File: src/rtl/alu_pkg.sv
`default_nettype none
// ============================================================================
// Module      : alu_pkg
// Description : Shared types and golden model for the 5-bit ALU stimulus
//               driver/checker. Holds the opcode and FSM state encodings,
//               the LFSR feedback taps, and the reference ALU function.
// Revision    : 1.0 - initial release
// ============================================================================
package alu_pkg;

    // Opcode encodings as seen on the ALU KEY inputs.
    typedef enum logic [1:0] {
        OP_MUL = 2'b00,
        OP_ADD = 2'b01,
        OP_SUB = 2'b10,
        OP_DIV = 2'b11
    } op_t;

    typedef enum logic [2:0] {
        ST_IDLE  = 3'd0,
        ST_DRIVE = 3'd1,
        ST_WAIT  = 3'd2,
        ST_CHECK = 3'd3,
        ST_DONE  = 3'd4
    } state_t;

    // Feedback taps for x^10 + x^7 + 1 on a left-shifting register:
    // the new bit 0 is q[9] ^ q[6].
    localparam logic [9:0] LFSR_TAPS = 10'b10_0100_0000;

    // Result reported by the ALU for a division by zero.
    localparam logic [9:0] DIV0_RESULT = 10'h3FF;

    // Saturation ceiling of the mismatch counter.
    localparam logic [9:0] ERR_MAX = 10'h3FF;

    // Opcode schedule: the two LSBs of the vector index rotate through
    // ADD, SUB, MUL, DIV so every op is exercised every four vectors.
    function automatic op_t op_for_idx(input logic [1:0] idx);
        op_t op;
        case (idx)
            2'd0:    op = OP_ADD;
            2'd1:    op = OP_SUB;
            2'd2:    op = OP_MUL;
            default: op = OP_DIV;
        endcase
        return op;
    endfunction

    // Reference ALU: all results are 10-bit unsigned.
    function automatic logic [9:0] alu_golden(
        input logic [4:0] a,
        input logic [4:0] b,
        input op_t        op
    );
        logic [9:0] r;
        logic [4:0] q;
        q = 5'd0;
        case (op)
            OP_ADD: r = {5'd0, a} + {5'd0, b};
            OP_SUB: r = {5'd0, a} - {5'd0, b};   // wraps mod 1024
            OP_MUL: r = {5'd0, a} * {5'd0, b};
            default: begin
                if (b == 5'd0) begin
                    r = DIV0_RESULT;
                end else begin
                    q = a / b;
                    r = {5'd0, q};
                end
            end
        endcase
        return r;
    endfunction

endpackage : alu_pkg
`default_nettype wire

File: src/rtl/alu_stim_checker_lfsr10.sv
`default_nettype none
// ============================================================================
// Module      : lfsr10
// Description : 10-bit Fibonacci LFSR (x^10 + x^7 + 1) producing the operand
//               pairs for the ALU stimulus driver.
// Ports       : clk     - system clock
//               rst     - asynchronous reset, active-high (loads RESET_VAL)
//               en_i    - advance the register by one step
//               load_i  - load seed_i (has priority over en_i)
//               seed_i  - value loaded when load_i is high
//               q_o     - current LFSR state
// Revision    : 1.0 - initial release
// ============================================================================
module lfsr10
    import alu_pkg::*;
#(
    parameter logic [9:0] RESET_VAL = 10'h001
) (
    input  logic       clk,
    input  logic       rst,
    input  logic       en_i,
    input  logic       load_i,
    input  logic [9:0] seed_i,
    output logic [9:0] q_o
);

    logic [9:0] lfsr_q;
    logic [9:0] lfsr_d;
    logic       feedback;

    assign feedback = ^(lfsr_q & LFSR_TAPS);

    always_comb begin
        lfsr_d = lfsr_q;
        if (load_i) begin
            lfsr_d = seed_i;
        end else if (en_i) begin
            lfsr_d = {lfsr_q[8:0], feedback};
        end
    end

    always_ff @(posedge clk or posedge rst) begin
        if (rst) begin
            lfsr_q <= RESET_VAL;
        end else begin
            lfsr_q <= lfsr_d;
        end
    end

    assign q_o = lfsr_q;

endmodule : lfsr10
`default_nettype wire

File: config.mk
export PLATFORM = sky130hd
export DESIGN_NAME = lfsr10
export DESIGN_NICKNAME = d
export VERILOG_FILES = /design/src/rtl/alu_pkg.sv /design/src/rtl/alu_stim_checker_lfsr10.sv
export SDC_FILE = /design/constraint.sdc
export NUM_CORES = 1
export LEC_CHECK = 0
export ABC_AREA = 1
export BUFFER_PORTS_ARGS = -buffer_cell sky130_fd_sc_hd__buf_4
export CAP_MARGIN = 20
export CELL_PAD_IN_SITES_DETAIL_PLACEMENT = 0
export CELL_PAD_IN_SITES_GLOBAL_PLACEMENT = 1
export CORE_MARGIN = 2
export CORE_UTILIZATION = 26
export CTS_CLUSTER_SIZE = 28
export DETAILED_ROUTE_END_ITERATION = 7
export GPL_ROUTABILITY_DRIVEN = 0
export PLACE_DENSITY_LB_ADDON = 0.1
export SLEW_MARGIN = 10
export SYNTH_ARGS = -nofsm -noshare
export SYNTH_HDL_FRONTEND = slang
export SYNTH_SLANG_ARGS = --single-unit
File: constraint.sdc
create_clock -name clk -period 0.8 [get_ports clk]
set_input_delay 0.16 -clock clk [delete_from_list [all_inputs] [get_ports clk]]
set_output_delay 0.16 -clock clk [all_outputs]
set_load 0.05 [all_outputs]
==> flow_summary_export.csv, run 1 <==
group,metric,value,unit
global_route,grt_usage,13.1,%
global_route,grt_pass1_vias,507,
layout,num-fill-cells,189,
setup_path,end_kind,"primary output",
setup_path,critPathBufInv,1,
detailed_routing,dr.first_iter.drc_count,10,
setup_path,required,0.64,ns
layout,antenna_cells,0,
timing,period_share,139,%
synth,synth.net_count,74,
synth,ys_seq_elements,10,
synth,yosysSeqAreaShare,52.6,%
clocking,worstSkewPairLatency,0.26,ns
timing,finalClockSkew,0.00222,ns
power_and_ir_drop,power_density,1820,nW/um^2
placement,place_inst,110,
timing,setup_tns,-2.39,ns
detailed_routing,post_drt_via_cell_ratio,4.16,
die,num_rows,15,
setup_path,critical_path.top_delay_family,"flip-flops",
die,ios,24,
detailed_routing,wl_per_cell,10.1,um
placement,dp_hpwl,840,um
detailed_routing,drt-total-wl,1.27,mm
clocking,clk_pin_slew,0.07,ns
die,core,1730,um^2
status,violations,"setup timing",
clocking,cts_tree,"built",
timing,hold_violations,0,
timing,layout_setup_ws,-0.308,ns
layout,fin_area,955,um^2
layout,stdcell_count,126,
synth,synth.avg_cell_area,7.97,um^2
layout,area_growth_syn_to_layout,99.7,%
power_and_ir_drop,ir_drop,1090,uV
synth,synth_area_leaders,"dfrtp_1 47%, nand2_1 24%, nand3_1 10%, dfstp_2 5.5%, nor2_4 4.7%",
timing,slew_viol_final,0,
synth,yosys_warnings,0,
die,dieArea,2200,um^2
setup_path,max_stage_delay,0.55,ns
placement,port_buffers,23,
layout,largest_reg_flops,10,
timing,tightest_slew,0.314,ns
global_route,grt_max_degree,11,
detailed_routing,detail_route.first_pass.iterations,4,
timing,max_freq,902,MHz
detailed_routing,drc,0,
clocking,cts.sinks,10,
timing,maxSlewHeadroom,79.0,%
setup_path,startpoint_type,"flop",
setup_path,path_max_fanout,2,
timing,fin_crit,1.11,ns
synth,yosys.area.top_type_share,47.1,%
power_and_ir_drop,p_leak,0.482,nW
run,cap_violations,0,
layout,nNetsFinal,116,
power_and_ir_drop,p_total,0.00173,W
clocking,clockBufferDepth,2,
die,fp.dieH,46.9,um
layout,drive_gt1_share,63.4,%
timing,holdWs,0.110,ns
synth,yosysTopAreaCell,"dfrtp_1",
status,status,"finished, violations left",
synth,syn_inst,60,
placement,place_area,707,um^2
setup_path,critical_path_arrival,0.95,ns
hold_path,hold_class,"in2reg",
layout,layout_common_cells,"25 x nand2_1, 20 x buf_6, 16 x buf_4, 8 x dfrtp_2, 7 x nand3_1",
synth,synth_cell_types,10,
layout,final_common_cell,"nand2_1",
die,fp.dieW,46.9,um
timing,rsz0062_at_grt,"true",
clocking,htree_levels,1,
global_route,grt_overflow,0,
clocking,numCtsBuffers,3,
detailed_routing,vias,524,
clocking,cts_root_buf,"clkbuf_4",
global_route,grt_first_pass_wirelength,1.98,mm
setup_path,critical_path.slowest_cell,"dfstp_2",
setup_path,crit_type,"reg2out",
timing,setup_viol,12,
detailed_routing,ant_nets,0,
global_route,antenna_found_initial,0,
die,start_util,27.7,%
synth,mappedNetlistArea,478,um^2
setup_path,cp_cell_sequence,"buf_8",
==> cell type report <==
class,instances,area [um^2],share of cell area [%]
Multi-Input combinational cell,44,233,24.4
Timing Repair Buffer,38,370,38.8
Clock buffer,4,36.3,3.80
Inverter,5,22.5,2.36
Tap cell,25,31.3,3.28
Sequential cell,10,262,27.4
==> cells by family after synthesis <==
logic type | after synthesis | share of synthesized area [%]
buf+inv | 6 | 6.28
simple gates | 43 | 40.1
flops | 10 | 52.6
compound gates | 1 | 1.05
==> report_power, final <==
group	internal [W]	switching, W	leakage [nW]	total (W)
combinational	0.000314	0.000350	0.350	0.000664
clock	0.000276	0.000176	0.0210	0.000452
sequential	0.000571	0.0000481	0.111	0.000619
==> layer usage <==
layer	wire, um	share of wire, %	global-route usage, %	vias up
met1	572	45	16.8	240
met3	74	5.8	4.62	2
li1	-	-	-	268
met2	610	48	20.3	14
met5	0	0	0	-
met4	9	0.71	5.00	0
==> what timing repair did <==
action / CTS / global route
resized for setup: 12 / 20
pin swaps: 0 / 4
hold endpoints to repair: 9 / 0
setup buffers: 10 / 2
hold buffers: 1 / 0
gates cloned: 0 / 0
setup endpoints to repair: 11 / 28
==> synthesized netlist by cell type <==
cell / n
nand2_1: 30
nand3_1: 10
dfrtp_1: 9
inv_1: 4
nor2_4: 2
a21oi_1: 1
buf_6: 1
dfstp_2: 1
inv_2: 1
nand2_2: 1
==> final timing paths <==
path / from / end / slack, ns / depth (start not counted)
max in group asynchronous: rst / q_o[0] / 0.18 / 3
min in group asynchronous: rst / q_o[8] / 0.38 / 3
min: seed_i[8] / q_o[8] / 0.11 / 3
max: q_o[0] / q_o[0] / -0.31 / 1
min reg2reg: q_o[2] / q_o[2] / 0.60 / 3
max reg2reg: q_o[0] / q_o[1] / -0.19 / 5
==> stage by stage <==
| stage | util (%) | setup slack (ns) |
|---|---|---|
| final | 55.3 | -0.308 |
| after global routing | 55.3 | -0.336 |
| after CTS | 50.6 | -0.314 |
| after detailed placement | 40.9 | -0.0560 |
| after global placement | 40.9 | -0.0512 |
| after floorplan | - | -0.0925 |
(Power assumes the default switching activity.)
==> run 2, diff against run 1 <==
- CORE_MARGIN: 2 -> 4
==> run 2 against run 1 <==
Compared with the run above:
- highest routed layer is now met3
- cell count did not move
- register-to-register slack got worse by 0.02 ns
- fmax decreased by 0.36%
- global-route usage fell by 2.3 points
- clock power rose by 2%
- the run still ends with setup timing left
- worst hold slack lost 0.0058 ns
- sequential cell count is the same
==> flow_summary_export.csv, run 2 (synthesis results as in run 1) <==
group,metric,value,unit
layout,final_common_cell,"nand2_1",
setup_path,critical_path_arrival,0.95,ns
detailed_routing,dr.first_iter.drc_count,6,
detailed_routing,wl_per_cell,10.3,um
die,num_rows,15,
detailed_routing,drc,0,
die,dieArea,2590,um^2
layout,fin_area,956,um^2
clocking,cts.sinks,10,
global_route,grt_usage,10.8,%
clocking,clockBufferDepth,2,
die,fp.dieH,50.9,um
detailed_routing,post_drt_via_cell_ratio,4.16,
setup_path,rrSetupSlack,-0.21,ns
layout,multi_input_area,238,um^2
clocking,clk_pin_slew,0.08,ns
global_route,antenna_found_initial,0,
global_route,grt_first_pass_wirelength,2.11,mm
clocking,numCtsBuffers,3,
setup_path,path_max_fanout,2,
setup_path,startpoint_type,"flop",
layout,drive_gt1_share,66.3,%
timing,hold_violations,0,
run,cap_violations,0,
status,violations,"setup timing",
hold_path,hold_class,"in2reg",
layout,antenna_cells,0,
setup_path,max_stage_delay,0.55,ns
detailed_routing,drt-total-wl,1.30,mm
power_and_ir_drop,p_total,0.00174,W
timing,fin_crit,1.11,ns
layout,final-seq-area,262,um^2
power_and_ir_drop,power_density,1820,nW/um^2
setup_path,r2r-end,"q_o[1]",
setup_path,cp-startpoint,"q_o[0]",
die,fp.dieW,50.9,um
die,ios,24,
detailed_routing,vias,524,
global_route,grt_max_degree,11,
setup_path,critPathBufInv,1,
timing,rsz0062_at_grt,"true",
timing,slew_viol_final,0,
setup_path,cp_cell_sequence,"buf_8",
detailed_routing,ant_nets,0,
die,start_util,27.7,%
clocking,worstSkewPairLatency,0.26,ns
timing,period_share,139,%
power_and_ir_drop,ir_drop,1120,uV
placement,dp_hpwl,883,um
placement,place_area,707,um^2
timing,tightest_slew,0.299,ns
timing,setup_tns,-2.44,ns
global_route,grt_overflow,0,
setup_path,r2r_cells,5,
setup_path,critical_path.top_delay_family,"flip-flops",
timing,setup_viol,12,
layout,area_growth_syn_to_layout,100,%
die,core,1730,um^2
hold_path,whs_path_depth,3,
detailed_routing,detail_route.first_pass.iterations,3,
global_route,grt_pass1_vias,522,
setup_path,r2r_start,"q_o[0]",
timing,maxSlewHeadroom,80.0,%
clocking,cts_root_buf,"clkbuf_4",
setup_path,crit_type,"reg2out",
power_and_ir_drop,p_leak,0.479,nW
setup_path,critical_path.slowest_cell,"dfstp_2",
timing,max_freq,899,MHz
hold_path,whs_endpoint,"q_o[5]",
setup_path,end_kind,"primary output",
layout,layout_common_cells,"23 x nand2_1, 19 x buf_6, 17 x buf_4, 8 x nand2_2, 8 x dfrtp_2",
setup_path,required,0.64,ns
clocking,cts_tree,"built",
layout,nNetsFinal,116,
timing,layout_setup_ws,-0.312,ns
status,status,"finished, violations left",
timing,finalClockSkew,0.00575,ns
clocking,htree_levels,1,
hold_path,hold_start,"seed_i[5]",
layout,largest_reg_flops,10,
layout,num-fill-cells,188,
placement,port_buffers,23,
-- run 2: repair_timing --
item,CTS,global route
pin swaps,0,3
resized for setup,12,21
hold buffers,1,0
endpoints found under the setup margin,11,29
cloned,0,0
setup buffers,10,2
endpoints found under the hold margin,9,0
-- run 2: per-stage QoR --
stage	setup slack, ns	hold slack, ns	std cells	utilization [%]
finish	-0.312	0.104	126	55.4
floorplan	-0.0925	-0.00108	60	-
detailed placement	-0.0528	0.175	110	40.9
CTS	-0.316	0.0968	125	50.6
global route	-0.348	0.102	126	55.4
global placement	-0.0514	0.174	110	40.9
-- run 2: how the worst max path moves through the flow --
stage | cells after the start | endpoint
after floorplan | 2 | q_o[1]
after global placement | 1 | q_o[0]
after detailed placement | 1 | q_o[0]
after CTS | 1 | q_o[0]
after global routing | 1 | q_o[0]
final | 1 | q_o[0]
-- run 2: layout make-up --
cell class                      count  area share (%)
Clock buffer                        4            3.80
Inverter                            5            2.36
Multi-Input combinational cell     44            24.9
Sequential cell                    10            27.4
Tap cell                           25            3.27
Timing Repair Buffer               38            38.4
-- run 2: metal layers --
| layer | track usage [%] | routed length, um | share of wire, % | vias up |
|---|---|---|---|---|
| met5 | 0 | 0 | 0 | - |
| met2 | 18.0 | 626 | 48 | 13 |
| met1 | 13.0 | 587 | 45 | 243 |
| met4 | 4.04 | 0 | 0 | 0 |
| li1 | - | - | - | 268 |
| met3 | 3.21 | 90 | 6.9 | 0 |
-- run 2: report_power, final --
| part | switching (W) | internal [W] | leakage [nW] |
|---|---|---|---|
| Clock | 0.000186 | 0.000276 | 0.0210 |
| Combinational | 0.000350 | 0.000312 | 0.347 |
| Sequential | 0.0000473 | 0.000570 | 0.111 |
| Total | 0.000584 | 0.00116 | 0.479 |
==> run 3, diff against run 2 <==
--- a/config.mk
+++ b/config.mk
@@ -7,5 +7,5 @@
 export LEC_CHECK = 0
 export ABC_AREA = 1
-export BUFFER_PORTS_ARGS = -buffer_cell sky130_fd_sc_hd__buf_4
+export BUFFER_PORTS_ARGS = -buffer_cell sky130_fd_sc_hd__buf_2
 export CAP_MARGIN = 20
 export CELL_PAD_IN_SITES_DETAIL_PLACEMENT = 0
==> constraint.sdc (replaced) <==
create_clock -name clk -period 0.8 [get_ports clk]
set_input_delay 0.04 -clock clk [delete_from_list [all_inputs] [get_ports clk]]
set_output_delay 0.04 -clock clk [all_outputs]
set_load 0.05 [all_outputs]
==> run 3 against run 2 <==
Compared with the run above:
- critical path depth is the same
- clock skew about the same
- critical path type unchanged
- the run still ends with setup timing left
- fmax is 12% higher
==> flow_summary_export.csv, run 3 (synthesis results as in run 1) <==
group,metric,value,unit
clocking,clockBufferDepth,2,
clocking,cts_tree,"built",
global_route,grt_max_degree,11,
power_and_ir_drop,power_frac_comb,39.4,%
timing,finalClockSkew,0.00605,ns
layout,layout_common_cells,"24 x nand2_1, 14 x buf_6, 13 x buf_2, 10 x dlygate4sd3_1, 8 x dfrtp_2",
power_and_ir_drop,power_switching,0.000579,W
setup_path,crit_type,"reg2out",
die,ios,24,
die,core,1730,um^2
run,cap_violations,0,
die,dieArea,2590,um^2
layout,largest_reg_flops,10,
setup_path,required,0.76,ns
detailed_routing,dr.first_iter.drc_count,3,
timing,period_share,124,%
timing,maxSlewHeadroom,74.3,%
setup_path,critical_path.top_delay_family,"flip-flops",
layout,area_growth_syn_to_layout,101,%
die,fp.dieH,50.9,um
global_route,grt_overflow,0,
global_route,grt_pass1_vias,513,
timing,setup_viol,12,
clocking,worstSkewPairLatency,0.27,ns
detailed_routing,ant_nets,0,
placement,dp_hpwl,871,um
power_and_ir_drop,ir_drop,955,uV
setup_path,end_kind,"primary output",
timing,hold_violations,0,
global_route,grt_first_pass_wirelength,2.33,mm
placement,pre_cts_ws,0.00509,ns
clocking,numCtsBuffers,3,
timing,fin_crit,0.995,ns
setup_path,critical_path.slowest_cell,"dfstp_2",
layout,nNetsFinal,122,
timing,rsz0062_at_grt,"true",
detailed_routing,post_drt_via_cell_ratio,4.06,
setup_path,startpoint_type,"flop",
power_and_ir_drop,swShare,35.3,%
detailed_routing,detail_route.first_pass.iterations,2,
clocking,htree_levels,1,
die,start_util,27.7,%
power_and_ir_drop,p_int,0.00106,W
layout,fin_area,958,um^2
timing,max_freq,1000,MHz
layout,drive_gt1_share,57.0,%
detailed_routing,vias,536,
global_route,grt_usage,12.4,%
power_and_ir_drop,power_density,1710,nW/um^2
power_and_ir_drop,power_frac_clock,22.9,%
die,fp.dieW,50.9,um
setup_path,critPathBufInv,1,
layout,final_common_cell,"nand2_1",
detailed_routing,drc,0,
layout,antenna_cells,0,
global_route,antenna_found_initial,0,
die,num_rows,15,
setup_path,max_stage_delay,0.55,ns
setup_path,critical_path_arrival,0.96,ns
timing,slew_viol_final,0,
clocking,cts.sinks,10,
setup_path,cp_cell_sequence,"buf_8",
status,violations,"setup timing",
detailed_routing,wl_per_cell,10.5,um
timing,tightest_slew,0.386,ns
clocking,cts_root_buf,"clkbuf_4",
placement,place_area,642,um^2
detailed_routing,drt-total-wl,1.39,mm
setup_path,path_max_fanout,2,
power_and_ir_drop,seq_power_share,37.7,%
clocking,clk_pin_slew,0.06,ns
placement,port_buffers,23,
hold_path,hold_class,"in2reg",
timing,layout_setup_ws,-0.195,ns
timing,setup_tns,-1.10,ns
status,status,"finished, violations left",
power_and_ir_drop,p_leak,0.481,nW
[run 3: area by class of cell]
class	instances	area, um^2
clock buffer	4	26.3
inverter	5	18.8
fill	175	768
sequential	10	262
multi-input combinational	44	230
tap	25	31.3
timing repair buffer	44	390
[run 3: path summary, 6_finish.rpt]
check	slack, ns	cells past startpoint	start	to
max reg2reg	-0.11	4	q_o[0]	q_o[1]
min reg2reg	0.55	2	q_o[8]	q_o[8]
max	-0.20	1	q_o[0]	q_o[0]
min	0.05	5	seed_i[0]	q_o[0]
min in group asynchronous	0.28	3	rst	q_o[6]
max in group asynchronous	0.20	3	rst	q_o[0]
[run 3: per-layer routing]
metal | vias to the layer above | GRT usage, % | routed length (um)
li1 | 280 | - | -
met1 | 241 | 15.8 | 652
met2 | 15 | 18.9 | 643
met3 | 0 | 6.71 | 90
met4 | 0 | 1.35 | 0
met5 | - | 0 | 0
[run 3: repair_timing]
action | 4_1_cts | 5_1_grt
hold buffers | 9 | 1
setup buffers | 8 | 2
setup endpoints to repair | 11 | 19
resized for setup | 22 | 17
pin swaps | 0 | 4
hold endpoints to repair | 17 | 1
[run 3: through the flow]
step	utilization (%)	hold slack (ns)	power [W]	instances
finish	55.5	0.0521	0.00164	132
global route	55.5	0.0552	0.00175	132
CTS	51.4	0.00150	0.00159	130
detailed placement	37.2	0.0459	0.00104	109
global placement	37.2	0.0424	0.00103	109
floorplan	-	-0.121	0.000910	60
[run 3: power by group through the flow]
| stage | Clock, W | Combinational (W) | Sequential [W] |
|---|---|---|---|
| 3_3_place_gp | 0 | 0.000413 | 0.000622 |
| 3_5_place_dp | 0 | 0.000414 | 0.000622 |
| 4_1_cts | 0.000383 | 0.000597 | 0.000613 |
| 2_1_floorplan | 0 | 0.0000999 | 0.000810 |
| 5_1_grt | 0.000428 | 0.000691 | 0.000626 |
| 6_report | 0.000376 | 0.000645 | 0.000618 |
